<file path="config.mk">
export PLATFORM = sky130hd
export DESIGN_NAME = clock_time_setter_flat
export DESIGN_NICKNAME = d
export VERILOG_FILES = /design/src/rtl/clock_time_setter_if.sv /design/src/rtl/clock_time_setter.sv /design/src/flat_wrapper.sv
export SDC_FILE = /design/constraint.sdc
export NUM_CORES = 1
export LEC_CHECK = 0
export BUFFER_PORTS_ARGS = -buffer_cell sky130_fd_sc_hd__buf_2
export CAP_MARGIN = 25
export CORE_ASPECT_RATIO = 1.2
export CORE_UTILIZATION = 50
export DETAILED_ROUTE_END_ITERATION = 16
export PLACE_DENSITY = 0.73
export SETUP_SLACK_MARGIN = 0.4
export SYNTH_ARGS = -nofsm -noshare
export SYNTH_HDL_FRONTEND = slang
export SYNTH_SLANG_ARGS = --single-unit
</file>
<file path="constraint.sdc">
create_clock -name clk -period 1.75 [get_ports clk]
set_clock_uncertainty 0.1 [all_clocks]
set_input_delay 0.0875 -clock clk [delete_from_list [all_inputs] [get_ports clk]]
set_output_delay 0.0875 -clock clk [all_outputs]
set_load 0.02 [all_outputs]
</file>
<file path="src/rtl/clock_time_setter_if.sv">
// Time-entry bus between the setter front end and its environment.
// The slave side is the setter. It takes the raw buttons and the counter time, and it drives the edit buffer and the load strobe.
interface clock_time_setter_if;
  logic        btn_mode;
  logic        btn_inc;
  logic [23:0] time_cur;
  logic [23:0] time_in;
  logic        set_time;
  logic        editing;
  logic [1:0]  field_sel;

  modport slave (
    input  btn_mode, btn_inc, time_cur,
    output time_in, set_time, editing, field_sel
  );

  modport master (
    output btn_mode, btn_inc, time_cur,
    input  time_in, set_time, editing, field_sel
  );
endinterface

</file>
<file path="src/rtl/clock_time_setter.sv">
// Button-driven time editor for a 24-hour BCD counter. It debounces the mode and inc buttons.
// It then steps through the hours, minutes and seconds fields and issues a one-cycle load strobe.
module clock_time_setter #(
  parameter int unsigned DEBOUNCE_CYCLES = 4
) (
  input  logic clk,
  input  logic reset_n,
  clock_time_setter_if.slave bus
);

  typedef enum logic [2:0] {RUN, EDIT_HR, EDIT_MIN, EDIT_SEC, COMMIT} state_t;

  localparam logic [7:0] CNT_LAST = 8'(DEBOUNCE_CYCLES - 1);

  state_t      state_q, state_d;
  logic [23:0] buf_q, buf_d;

  logic [1:0] btn_raw;
  logic [1:0] sync1_q, sync2_q, deb_q, deb_dly_q, press_q;
  logic [7:0] cnt_q [2];
  logic       mode_evt, inc_evt;

  // Increment a two-digit BCD field with wrap at {max_t,max_o}; out-of-range values restart at 00.
  function automatic logic [7:0] bcd_inc(input logic [7:0] f, input logic [3:0] max_t,
                                         input logic [3:0] max_o);
    logic [3:0] t, o;
    t = f[7:4];
    o = f[3:0];
    if (o > 4'd9 || t > max_t || (t == max_t && o >= max_o)) return 8'h00;
    if (o == 4'd9) return {t + 4'd1, 4'd0};
    return {t, o + 4'd1};
  endfunction

  assign btn_raw  = {bus.btn_inc, bus.btn_mode};
  assign mode_evt = press_q[0];
  assign inc_evt  = press_q[1];

  always_ff @(posedge clk or negedge reset_n) begin
    if (!reset_n) begin
      sync1_q   <= '0;
      sync2_q   <= '0;
      deb_q     <= '0;
      deb_dly_q <= '0;
      press_q   <= '0;
      cnt_q[0]  <= '0;
      cnt_q[1]  <= '0;
    end else begin
      sync1_q   <= btn_raw;
      sync2_q   <= sync1_q;
      deb_dly_q <= deb_q;
      press_q   <= deb_q & ~deb_dly_q;
      for (int i = 0; i < 2; i++) begin
        if (sync2_q[i] != deb_q[i]) begin
          if (cnt_q[i] == CNT_LAST) begin
            deb_q[i] <= sync2_q[i];
            cnt_q[i] <= '0;
          end else begin
            cnt_q[i] <= cnt_q[i] + 8'd1;
          end
        end else begin
          cnt_q[i] <= '0;
        end
      end
    end
  end

  always_ff @(posedge clk or negedge reset_n) begin
    if (!reset_n) begin
      state_q <= RUN;
      buf_q   <= '0;
    end else begin
      state_q <= state_d;
      buf_q   <= buf_d;
    end
  end

  // Mode takes priority, so an inc arriving on the same cycle is dropped.
  always_comb begin
    state_d = state_q;
    buf_d   = buf_q;
    unique case (state_q)
      RUN: begin
        if (mode_evt) begin
          state_d = EDIT_HR;
          buf_d   = bus.time_cur;
        end
      end
      EDIT_HR: begin
        if (mode_evt)     state_d = EDIT_MIN;
        else if (inc_evt) buf_d[23:16] = bcd_inc(buf_q[23:16], 4'd2, 4'd3);
      end
      EDIT_MIN: begin
        if (mode_evt)     state_d = EDIT_SEC;
        else if (inc_evt) buf_d[15:8] = bcd_inc(buf_q[15:8], 4'd5, 4'd9);
      end
      EDIT_SEC: begin
        if (mode_evt)     state_d = COMMIT;
        else if (inc_evt) buf_d[7:0] = bcd_inc(buf_q[7:0], 4'd5, 4'd9);
      end
      COMMIT:  state_d = RUN;
      default: state_d = RUN;
    endcase
  end

  always_comb begin
    bus.field_sel = 2'b00;
    unique case (state_q)
      EDIT_HR:  bus.field_sel = 2'b01;
      EDIT_MIN: bus.field_sel = 2'b10;
      EDIT_SEC: bus.field_sel = 2'b11;
      default:  bus.field_sel = 2'b00;
    endcase
  end

  assign bus.time_in  = buf_q;
  assign bus.set_time = (state_q == COMMIT);
  assign bus.editing  = (state_q == EDIT_HR) || (state_q == EDIT_MIN) || (state_q == EDIT_SEC);

endmodule

</file>
<file path="src/flat_wrapper.sv">
// flat-port wrapper written by rule: the top's interface ports become plain ports
module clock_time_setter_flat 
#(
  parameter int unsigned DEBOUNCE_CYCLES = 4
)
  (clk, reset_n, bus_btn_mode, bus_btn_inc, bus_time_cur, bus_time_in, bus_set_time, bus_editing, bus_field_sel);
  clock_time_setter_if bus_i ();
  input  logic clk;
  input  logic reset_n;
  input wire logic [$bits(bus_i.btn_mode)-1:0] bus_btn_mode;
  input wire logic [$bits(bus_i.btn_inc)-1:0] bus_btn_inc;
  input wire logic [$bits(bus_i.time_cur)-1:0] bus_time_cur;
  output wire logic [$bits(bus_i.time_in)-1:0] bus_time_in;
  output wire logic [$bits(bus_i.set_time)-1:0] bus_set_time;
  output wire logic [$bits(bus_i.editing)-1:0] bus_editing;
  output wire logic [$bits(bus_i.field_sel)-1:0] bus_field_sel;
  assign bus_i.btn_mode = bus_btn_mode;
  assign bus_i.btn_inc = bus_btn_inc;
  assign bus_i.time_cur = bus_time_cur;
  assign bus_time_in = bus_i.time_in;
  assign bus_set_time = bus_i.set_time;
  assign bus_editing = bus_i.editing;
  assign bus_field_sel = bus_i.field_sel;
  clock_time_setter #(.DEBOUNCE_CYCLES(DEBOUNCE_CYCLES)) u_core (.clk(clk), .reset_n(reset_n), .bus(bus_i));
endmodule
</file>
* After elaboration in Yosys (flattened, before gate mapping) *
Index checks and enable logic that the tools add are counted.

word-level totals
  flip-flop bits (word level) = 53
  bits of input ports = 28
  output and inout bits = 28
  word-level logic and storage cells = 144

operators by class
  add/sub/neg operators = 8
  $lt $le $gt $ge = 9
  eq/ne operators = 27
  mux-type cells = 59
  bitwise operators = 2
  reduce and logical (&&, ||, !) cells = 24

operator list
  cell                                                                              number
  8-bit two-way mux                                                                 22
  8-bit one-hot mux with 2 select lines                                             3
  1-bit two-way mux                                                                 27
  4-bit by 1-bit adder with 4-bit output (second input constant)                    6
  24-bit two-way mux                                                                1
  8-bit by 1-bit adder with 8-bit output (second input constant)                    2
  8-bit by 2-bit equality test with 1-bit output (second input constant)            2
  4-bit AND reduction                                                               4
  5-bit AND reduction                                                               3
  2-bit by 1-bit inequality test with 1-bit output (second input constant)          7
  4-bit equality test (second input constant)                                       3
  4-bit greater-than comparator (second input constant)                             3
  3-bit two-way mux                                                                 4
  3-bit one-hot mux with 4 select lines                                             1
  3-bit by 1-bit inequality test with 1-bit output (second input constant)          3
  4-bit by 3-bit equality test with 1-bit output (second input constant)            2
  4-bit greater-or-equal comparator (second input constant)                         2
  4-bit by 3-bit greater-than comparator with 1-bit output (second input constant)  2
  1-bit logical OR                                                                  8
  3-bit by 2-bit equality test with 1-bit output (second input constant)            2
  2-bit inequality test (second input constant)                                     3
  2-bit one-hot mux with 3 select lines                                             1
  2-bit nonzero test                                                                3
  4-bit by 2-bit equality test with 1-bit output (second input constant)            1
  10 further kinds                                                                  14

* Depth between registers and ports, before layout *
Gate-level depths: netlist of the first run.

  word-level depth = 16
  gate-level depth with buffers = 7

* Least setup slack after synthesis of the first run *
No wires, ideal clock.

  path type = register to register
  start = register u_core.buf_q[5] (netlist: u_core.bus.time_in[5])
  end = register u_core.buf_q[7] (netlist: u_core.bus.time_in[7])
  arrival time = 1847 ps
  required time = 1524 ps
  path slack = -323 ps
  cell stages (with the launch flop) = 7
  period minus slack after synthesis = 2073 ps
  cells stage by stage = dfrtp_1 inv_1 ha_1 nor3b_1 a2111oi_4 nor2b_1 o32a_1

between the ends
  word-level cells in the longest chain between the ends = 11
  elaborated cells between the ends (all ways) = 18
  those cells by class = 1 x add/sub; 1 x order compare; 2 x eq/ne; 10 x mux; 4 x reduce/logical

RTL lines
  element                                                                                                                            line                     RTL
  start, declared                                                                                                                    clock_time_setter.sv:16  logic [23:0] buf_q, buf_d;
  start signal, assigned                                                                                                             clock_time_setter.sv:73  buf_q <= buf_d;
  4-bit by 3-bit greater-than comparator with 1-bit output / 4-bit by 3-bit equality test with 1-bit output (equally long branches)  clock_time_setter.sv:29  if (o > 4'd9 || t > max_t || (t == max_t && o >= max_o)) return 8'h00;
  1-bit logical OR / 1-bit logical AND (equally long branches)                                                                       clock_time_setter.sv:29
  1-bit logical OR                                                                                                                   clock_time_setter.sv:29
  1-bit two-way mux                                                                                                                  clock_time_setter.sv:29
  1-bit two-way mux                                                                                                                  clock_time_setter.sv:98  else if (inc_evt) buf_d[7:0] = bcd_inc(buf_q[7:0], 4'd5, 4'd9);
  1-bit two-way mux                                                                                                                  clock_time_setter.sv:97  if (mode_evt) state_d = COMMIT;
  1-bit two-way mux                                                                                                                  clock_time_setter.sv:81  unique case (state_q)
  8-bit two-way mux                                                                                                                  clock_time_setter.sv:30  if (o == 4'd9) return {t + 4'd1, 4'd0};
  8-bit two-way mux                                                                                                                  clock_time_setter.sv:98
  8-bit two-way mux                                                                                                                  clock_time_setter.sv:97
  8-bit one-hot mux with 2 select lines                                                                                              clock_time_setter.sv:81

Several ways; a longest one is shown, not always the timed one. The select of a mux whose other input is x is not followed.
A chain may end at the register's enable or synchronous reset.

* Worst setup path after layout of the first run *
  start = register u_core.state_q[2]
  end = register u_core.buf_q[11] (netlist: u_core.bus.time_in[11])

between the ends
  word-level cells in the longest chain between the ends = 3
  elaborated cells between the ends (all ways) = 8
  those cells by class = 4 x eq/ne; 1 x mux; 3 x reduce/logical

RTL lines
  element                                                                                     line                     RTL
  start, declared                                                                             clock_time_setter.sv:15  state_t state_q, state_d;
  start signal, assigned                                                                      clock_time_setter.sv:72  state_q <= state_d;
  3-bit by 2-bit equality test with 1-bit output / 3-bit logical NOT (equally long branches)  clock_time_setter.sv:81
  2-bit by 1-bit inequality test with 1-bit output (no line), or another cell as far along    -
  4-bit AND reduction (no line)                                                               -

Several ways; a longest one is shown, not always the timed one.

==> results of run 1 <==
## through the flow
step                instances  total power (uW)  setup TNS (ns)  hold slack (ns)
CTS                       504              7400          -0.671          0.00782
global route              512              8580           -4.44           0.0231
global placement          462              5850          -0.154          -0.0356
floorplan                 296              4660          -0.687           -0.308
detailed placement        462              5940          -0.529          -0.0328
finish                    512              8140           -2.87           0.0215
## routing by layer
layer,part of all wire,up-vias
li1,-,1361
met1,0.39,1456
met2,0.54,116
met3,0.038,31
met4,0.037,0
met5,0,-
## timing repair
action,in CTS,in global routing
setup endpoints to repair,44,43
hold buffers,15,0
pin swaps,18,28
resized for setup,48,53
cloned,1,0
endpoints found under the hold margin,32,0
buffers inserted,18,8
## power breakdown
group          switching, uW  internal (uW)  total (uW)  leakage, uW
sequential               515           1670        2180     0.000652
combinational           2710           2400        5110      0.00132
clock                    415            430         845    0.0000554
total                   3640           4500        8140      0.00203
## worst max path at each step
stage	cells after the start	slack (ns)	end
after floorplan	6	-0.1	u_core.bus.time_in[7]
after global placement	7	-0.04	u_core.bus.time_in[7]
after detailed placement	7	-0.07	u_core.bus.time_in[7]
after CTS	6	-0.09	u_core.bus.time_in[7]
after global routing	6	-0.27	u_core.bus.time_in[11]
final	6	-0.23	u_core.bus.time_in[11]
## registers in the layout (all words and copies together), names as in the netlist
register and cells:
u_core.cnt_q 16, u_core.bus.time_in 24, u_core.sync1_q 2, u_core.press_q 2
u_core.deb_q 2, u_core.sync2_q 2, u_core.deb_dly_q 2, u_core.state_q 3
## cells in the final DEF (no fill, tap or decap), types with 3 or more instances in the layout
master | netlist | final
buf_4 | 0 | 51
buf_2 | 4 | 50
dfrtp_1 | 53 | 43
buf_6 | 3 | 23
nor2_1 | 28 | 19
nand2_1 | 20 | 17
dlygate4sd3_1 | 0 | 15
inv_1 | 19 | 11
a21oi_1 | 12 | 10
dfrtp_2 | 0 | 10
xor2_1 | 9 | 8
nand3_1 | 11 | 8
nor2_2 | 0 | 8
inv_2 | 0 | 7
xnor2_1 | 7 | 7
ha_1 | 10 | 5
clkbuf_8 | 0 | 5
and3_4 | 0 | 4
o21ai_2 | 1 | 4
a31oi_1 | 4 | 4
o31ai_4 | 0 | 4
a41oi_1 | 4 | 4
nor4_2 | 0 | 3
and2_1 | 3 | 3
nor2b_1 | 5 | 3
or3b_4 | 1 | 3
a2111oi_4 | 2 | 3
o21ai_0 | 8 | 3
o22ai_1 | 3 | 3
o21a_1 | 3 | 3
nand3b_1 | 3 | 3
a221oi_2 | 1 | 3
a22o_1 | 3 | 3
o311a_1 | 3 | 3
a21o_1 | 4 | 3
ha_2 | 0 | 3
## cell families after synthesis
logic type / count (synthesis)
buffers and inverters: 32
muxes: 2
and+or+nand+nor: 100
AOI/OAI and AO/OA: 83
DFF: 53
adders and majority gates: 10
xor gates and xnor gates: 16
## area by class of cell
cell class | instances | share of cell area
Multi-Input combinational cell | 212 | 0.415
Inverter | 19 | 0.0161
Timing Repair Buffer | 140 | 0.231
Clock inverter | 2 | 0.00845
Tap cell | 80 | 0.0218
Clock buffer | 6 | 0.0158
Sequential cell | 53 | 0.292
## worst max-delay path: stages (launching register included)
cell and delay, ns:
dfrtp_2 0.45, buf_6 0.13, or3b_4 0.39, nand3b_4 0.23
buf_6 0.18, o41ai_2 0.24, a22o_1 0.21
==> results.md, run 1 <==
### Cells and area
- area of combinational cells with multiple inputs: 1900 um^2
- FF/Latch Area: 1340 um^2
- Nets: 469
- layout-stage area growth over the synthesis result: 54.6%
- fraction of final layout cells sized beyond drive strength 1: 0.507
- core occupancy in the finished layout: 0.805
- fillers: 334
- Inserted Diodes: 0
- Final Instance Area: 4590 um^2

### Drt
- first-pass iteration count of the detailed router: 4
- final routed DRC violation total: 0
- Vias per Instance: 5.79
- DRT Wirelength: 9.09 mm
- remaining number of nets flagged by the antenna check after routing: 0
- violation count after the first detailed-route iteration: 141
- mean routed wirelength per cell: 17.7 um
- vias: 2964

### Logic synthesis
- count of cell types in the netlist: 63
- post-synthesis mux area share: 0.00759
- count of flip-flops with a built-in enable after synthesis: 0
- Post-Syn Nets: 334
- area fraction in compound gates after synthesis: 0.225
- dominant combinational cell family by area after synthesis: compound AO/OA/AOI/OAI gates
- FFs w/ async S/R, synth: 1.00
- total of flip-flops plus latches after synthesis: 53
- dominant register cell in the synthesized netlist: dfrtp_1
- mapped cell area: 2970 um^2
- simple-gate share of the synthesized area: 0.182
- post-synthesis instance total: 296
- post-synthesis adder-cell area fraction: 0.0421
- cell with the most instances after synthesis: dfrtp_1
- top cells by area in the synthesized netlist: dfrtp_1 45%, ha_1 4.2%, nor2_1 3.5%
- area fraction of the dominant cell type after synthesis: 0.447
- Mean Syn Cell Area: 10.0 um^2
- xor/xnor share of the synthesized area: 0.0472
- number of warnings issued by yosys: 0
- most instantiated cells after synthesis: 53 x dfrtp_1, 28 x nor2_1, 20 x nand2_1
- area leader, netlist: dfrtp_1
- sequential share of the synthesized area: 0.447

### Setup path
- Max FO, Critical Path: 5
- start-to-end type of the worst setup path: reg -> reg
- worst reg2reg path depth: 6
- Worst EP required: 1.90 ns
- capturing element type of the critical path: register
- startpoint class of the critical path: register
- destination of the worst register-to-register timing path: u_core.bus.time_in[11]
- launching element of the worst setup path: u_core.state_q[2]
- worst endpoint data arrival time: 2.13 ns
- worst reg-to-reg setup slack: -0.23 ns
- R2R Path Start: u_core.state_q[2]

### Global routing
- largest net degree at the start of global routing: 36
- via count of the first global-routing pass: 2800
- busiest layer in global routing: met2
- overall fraction of global-route tracks in use: 0.269
- global routing met3 resource utilization: 0.0372
- met2 Usage GRT: 0.478
- first-pass GRT wire length: 13.1 mm
- met1 routing resource usage after global routing: 0.325
- final global-route overflow total: 0
- initial antenna violation count: 0

### Timing
- setup violation total in the final timing report: 25
- ratio of final minimum period to clock period: 1.13
- setup repair after global routing missed its margin: yes
- transition time at the pin with the least slew margin: 0.575 ns
- worst setup slack after layout: -0.232 ns
- post-layout minimum cycle time: 1.98 ns
- final max-slew violation count: 0
- final hold violation count: 0
- headroom to the max-slew limit: 0.607
- Fmax: 0.505 GHz

### Placement
- pre-CTS worst setup slack: -0.0748 ns
- instance area after placement: 3700 um^2
- Detail Placement HPWL: 5.00 mm
- weighted congestion reported at the end of routability-driven placement: 0.899
- number of I/O port buffers: 55

### Clock network
- maximum buffer depth of the clock tree: 2
- CTS root buffer: clkbuf_8
- clock tree from TritonCTS: built
- H-tree depth: 2
- clk_lat worst skew: 0.31 ns
- clock slew at the register clock pins of the worst setup and hold paths: 0.10 ns
- CTS Sinks: 53
- Num CTS Buffers: 5

### Hold path
- hold crit path type: in -> reg
- endpoint with the worst hold slack: u_core.bus.time_in[21]
- worst hold path cell count: 3
- startpoint of the lowest-slack hold path: bus_time_cur[21]

### Floorplan
- Core Area: 5710 um^2
- Initial Util: 0.520
- FP Rows: 30
- overall die height: 86.4 um
- Top-Level Pins: 56
- die footprint: 6250 um^2
- die span in x: 72.3 um

### Power
- pwr dens: 1770 nW/um^2
- worst supply voltage drop on vdd: 979 uV
- leakage power: 0.00203 uW

### Flow run
- max-cap viol count: 0

### Status
- violated checks: negative setup slack
- result of the run: complete, but fails checks

Power figures use the tool's default switching activity.
==> run 2: changes to the inputs <==
==> constraint.sdc (replaced) <==
create_clock -name clk -period 1.75 [get_ports clk]
set_clock_uncertainty 0.1 [all_clocks]
set_input_delay 0.2625 -clock clk [delete_from_list [all_inputs] [get_ports clk]]
set_output_delay 0.2625 -clock clk [all_outputs]
set_load 0.02 [all_outputs]
==> results.md, run 2 (same netlist as run 1, synthesis figures left out) <==
### Clock network
- clock tree from TritonCTS: built
- CTS root buffer: clkbuf_8
- CTS Sinks: 53
- clk_lat worst skew: 0.32 ns
- Num CTS Buffers: 5
- clock slew at the register clock pins of the worst setup and hold paths: 0.10 ns
- H-tree depth: 2
- maximum buffer depth of the clock tree: 2

### Hold path
- hold crit path type: in -> reg

### Flow run
- max-cap viol count: 0

### Drt
- first-pass iteration count of the detailed router: 5
- vias: 3070
- remaining number of nets flagged by the antenna check after routing: 0
- final routed DRC violation total: 0
- mean routed wirelength per cell: 19.2 um
- DRT Wirelength: 9.92 mm
- violation count after the first detailed-route iteration: 109
- Vias per Instance: 5.95

### Placement
- Detail Placement HPWL: 5.15 mm
- weighted congestion reported at the end of routability-driven placement: 0.823
- number of I/O port buffers: 55
- pre-CTS worst setup slack: -0.149 ns

### Floorplan
- Top-Level Pins: 56
- FP Rows: 30
- overall die height: 86.4 um
- Core Area: 5710 um^2
- die footprint: 6250 um^2
- Initial Util: 0.520
- die span in x: 72.3 um

### Cells and area
- fraction of final layout cells sized beyond drive strength 1: 0.546
- Largest register FFs: 24
- Nets: 473
- Inserted Diodes: 0
- most common cell after layout, fill and taps aside: buf_6
- layout-stage area growth over the synthesis result: 61.9%
- commonest cells after routing, fill and taps aside: 52 x buf_6, 50 x buf_4, 36 x buf_2, 36 x dfrtp_1, 27 x nor2_1

### Power
- power share of the sequential group: 0.243
- clock network power share: 0.084
- net switching power of the design: 4020 uW
- total power after layout: 9080 uW
- relative contribution of combinational cells to total power: 0.673
- switching part of the total power: 0.443
- internal cell power: 5060 uW
- worst supply voltage drop on vdd: 1010 uV
- leakage power: 0.00214 uW
- pwr dens: 1890 nW/um^2

### Timing
- final hold violation count: 0
- smallest hold slack: 0.114 ns
- headroom to the max-slew limit: 0.556
- final max-slew violation count: 0
- worst setup slack after layout: -0.175 ns
- transition time at the pin with the least slew margin: 0.649 ns
- Fmax: 0.520 GHz
- post-layout minimum cycle time: 1.92 ns
- ratio of final minimum period to clock period: 1.10
- setup violation total in the final timing report: 24
- setup repair after global routing missed its margin: yes

### Global routing
- busiest layer in global routing: met2
- global routing met3 resource utilization: 0.0570
- via count of the first global-routing pass: 2910
- largest net degree at the start of global routing: 26
- final global-route overflow total: 0
- overall fraction of global-route tracks in use: 0.279
- initial antenna violation count: 0
- first-pass GRT wire length: 13.6 mm
- met2 Usage GRT: 0.490
- met1 routing resource usage after global routing: 0.342

### Status
- violated checks: negative setup slack
- result of the run: complete, but fails checks

### Setup path
- capturing element type of the critical path: register
- Max FO, Critical Path: 8
- worst endpoint data arrival time: 2.04 ns
- startpoint class of the critical path: register
- start-to-end type of the worst setup path: reg -> reg
- Worst EP required: 1.87 ns

## run 2: changes by cell type in the layout (fill, tap and decap cells not counted), sizes merged
cell	previous run	this run
dlygate4sd3	15	3
clkinvlp	0	1
bufinv	1	0
inv	19	18
buf	125	141
clkinv	1	2
## run 2: final timing paths
check / startpoint / to / slack, ns / depth (start not counted)
worst max-delay path: u_core.state_q[1] / u_core.bus.time_in[4] / -0.17 / 6
worst min-delay path: bus_time_cur[18] / u_core.bus.time_in[18] / 0.11 / 3
worst max register to register: u_core.state_q[1] / u_core.bus.time_in[4] / -0.17 / 6
worst min register to register: u_core.sync1_q[1] / u_core.sync2_q[1] / 0.26 / 0
max in group asynchronous: reset_n / u_core.cnt_q[2] / 0.59 / 3
min in group asynchronous: reset_n / u_core.bus.time_in[4] / 0.37 / 2
## run 2: layout make-up
cell class	count	area [um^2]
Multi-Input combinational cell	212	1960
Clock buffer	6	82.6
Tap cell	80	100
Clock inverter	2	13.8
Timing Repair Buffer	144	1230
Inverter	19	75.1
Sequential cell	53	1350
Fill cell	305	897
## run 2: layer usage
layer / share of wire / vias up
met3: 0.057 / 38
met1: 0.38 / 1517
li1: - / 1376
met5: 0 / -
met4: 0.033 / 0
met2: 0.53 / 139
## run 2: repair_timing
item / 4_1_cts / 5_1_grt
hold buffers: 3 / 0
gates cloned: 2 / 0
pin swaps: 22 / 24
gates resized for setup: 101 / 52
setup buffers: 23 / 17
hold endpoints to repair: 25 / 0
setup endpoints to repair: 59 / 63
## run 2: stage by stage
step | cells | utilization | TNS (ns) | instance area, um^2
3_3_place_gp | 463 | 0.651 | -0.689 | 3710
4_1_cts | 499 | 0.775 | -1.37 | 4420
2_1_floorplan | 296 | - | -0.687 | 3100
3_5_place_dp | 463 | 0.651 | -1.46 | 3710
6_report | 516 | 0.843 | -2.22 | 4810
5_1_grt | 516 | 0.843 | -3.66 | 4810
## run 2: critical path: stages, from the launching register on
cell and delay [ns]:
dfrtp_2 0.43, buf_4 0.16, or3b_4 0.40, a21o_4 0.26, buf_4 0.15, a21oi_1 0.22, a2bb2oi_2 0.09
## run 2: power by group through the flow
stage / Clock [uW] / Sequential, uW / Combinational (uW)
finish: 759 / 2210 / 6110
global route: 812 / 2250 / 6480
CTS: 757 / 2120 / 5050
detailed placement: 0 / 2140 / 3840
global placement: 0 / 2110 / 3750
floorplan: 0 / 2420 / 2260
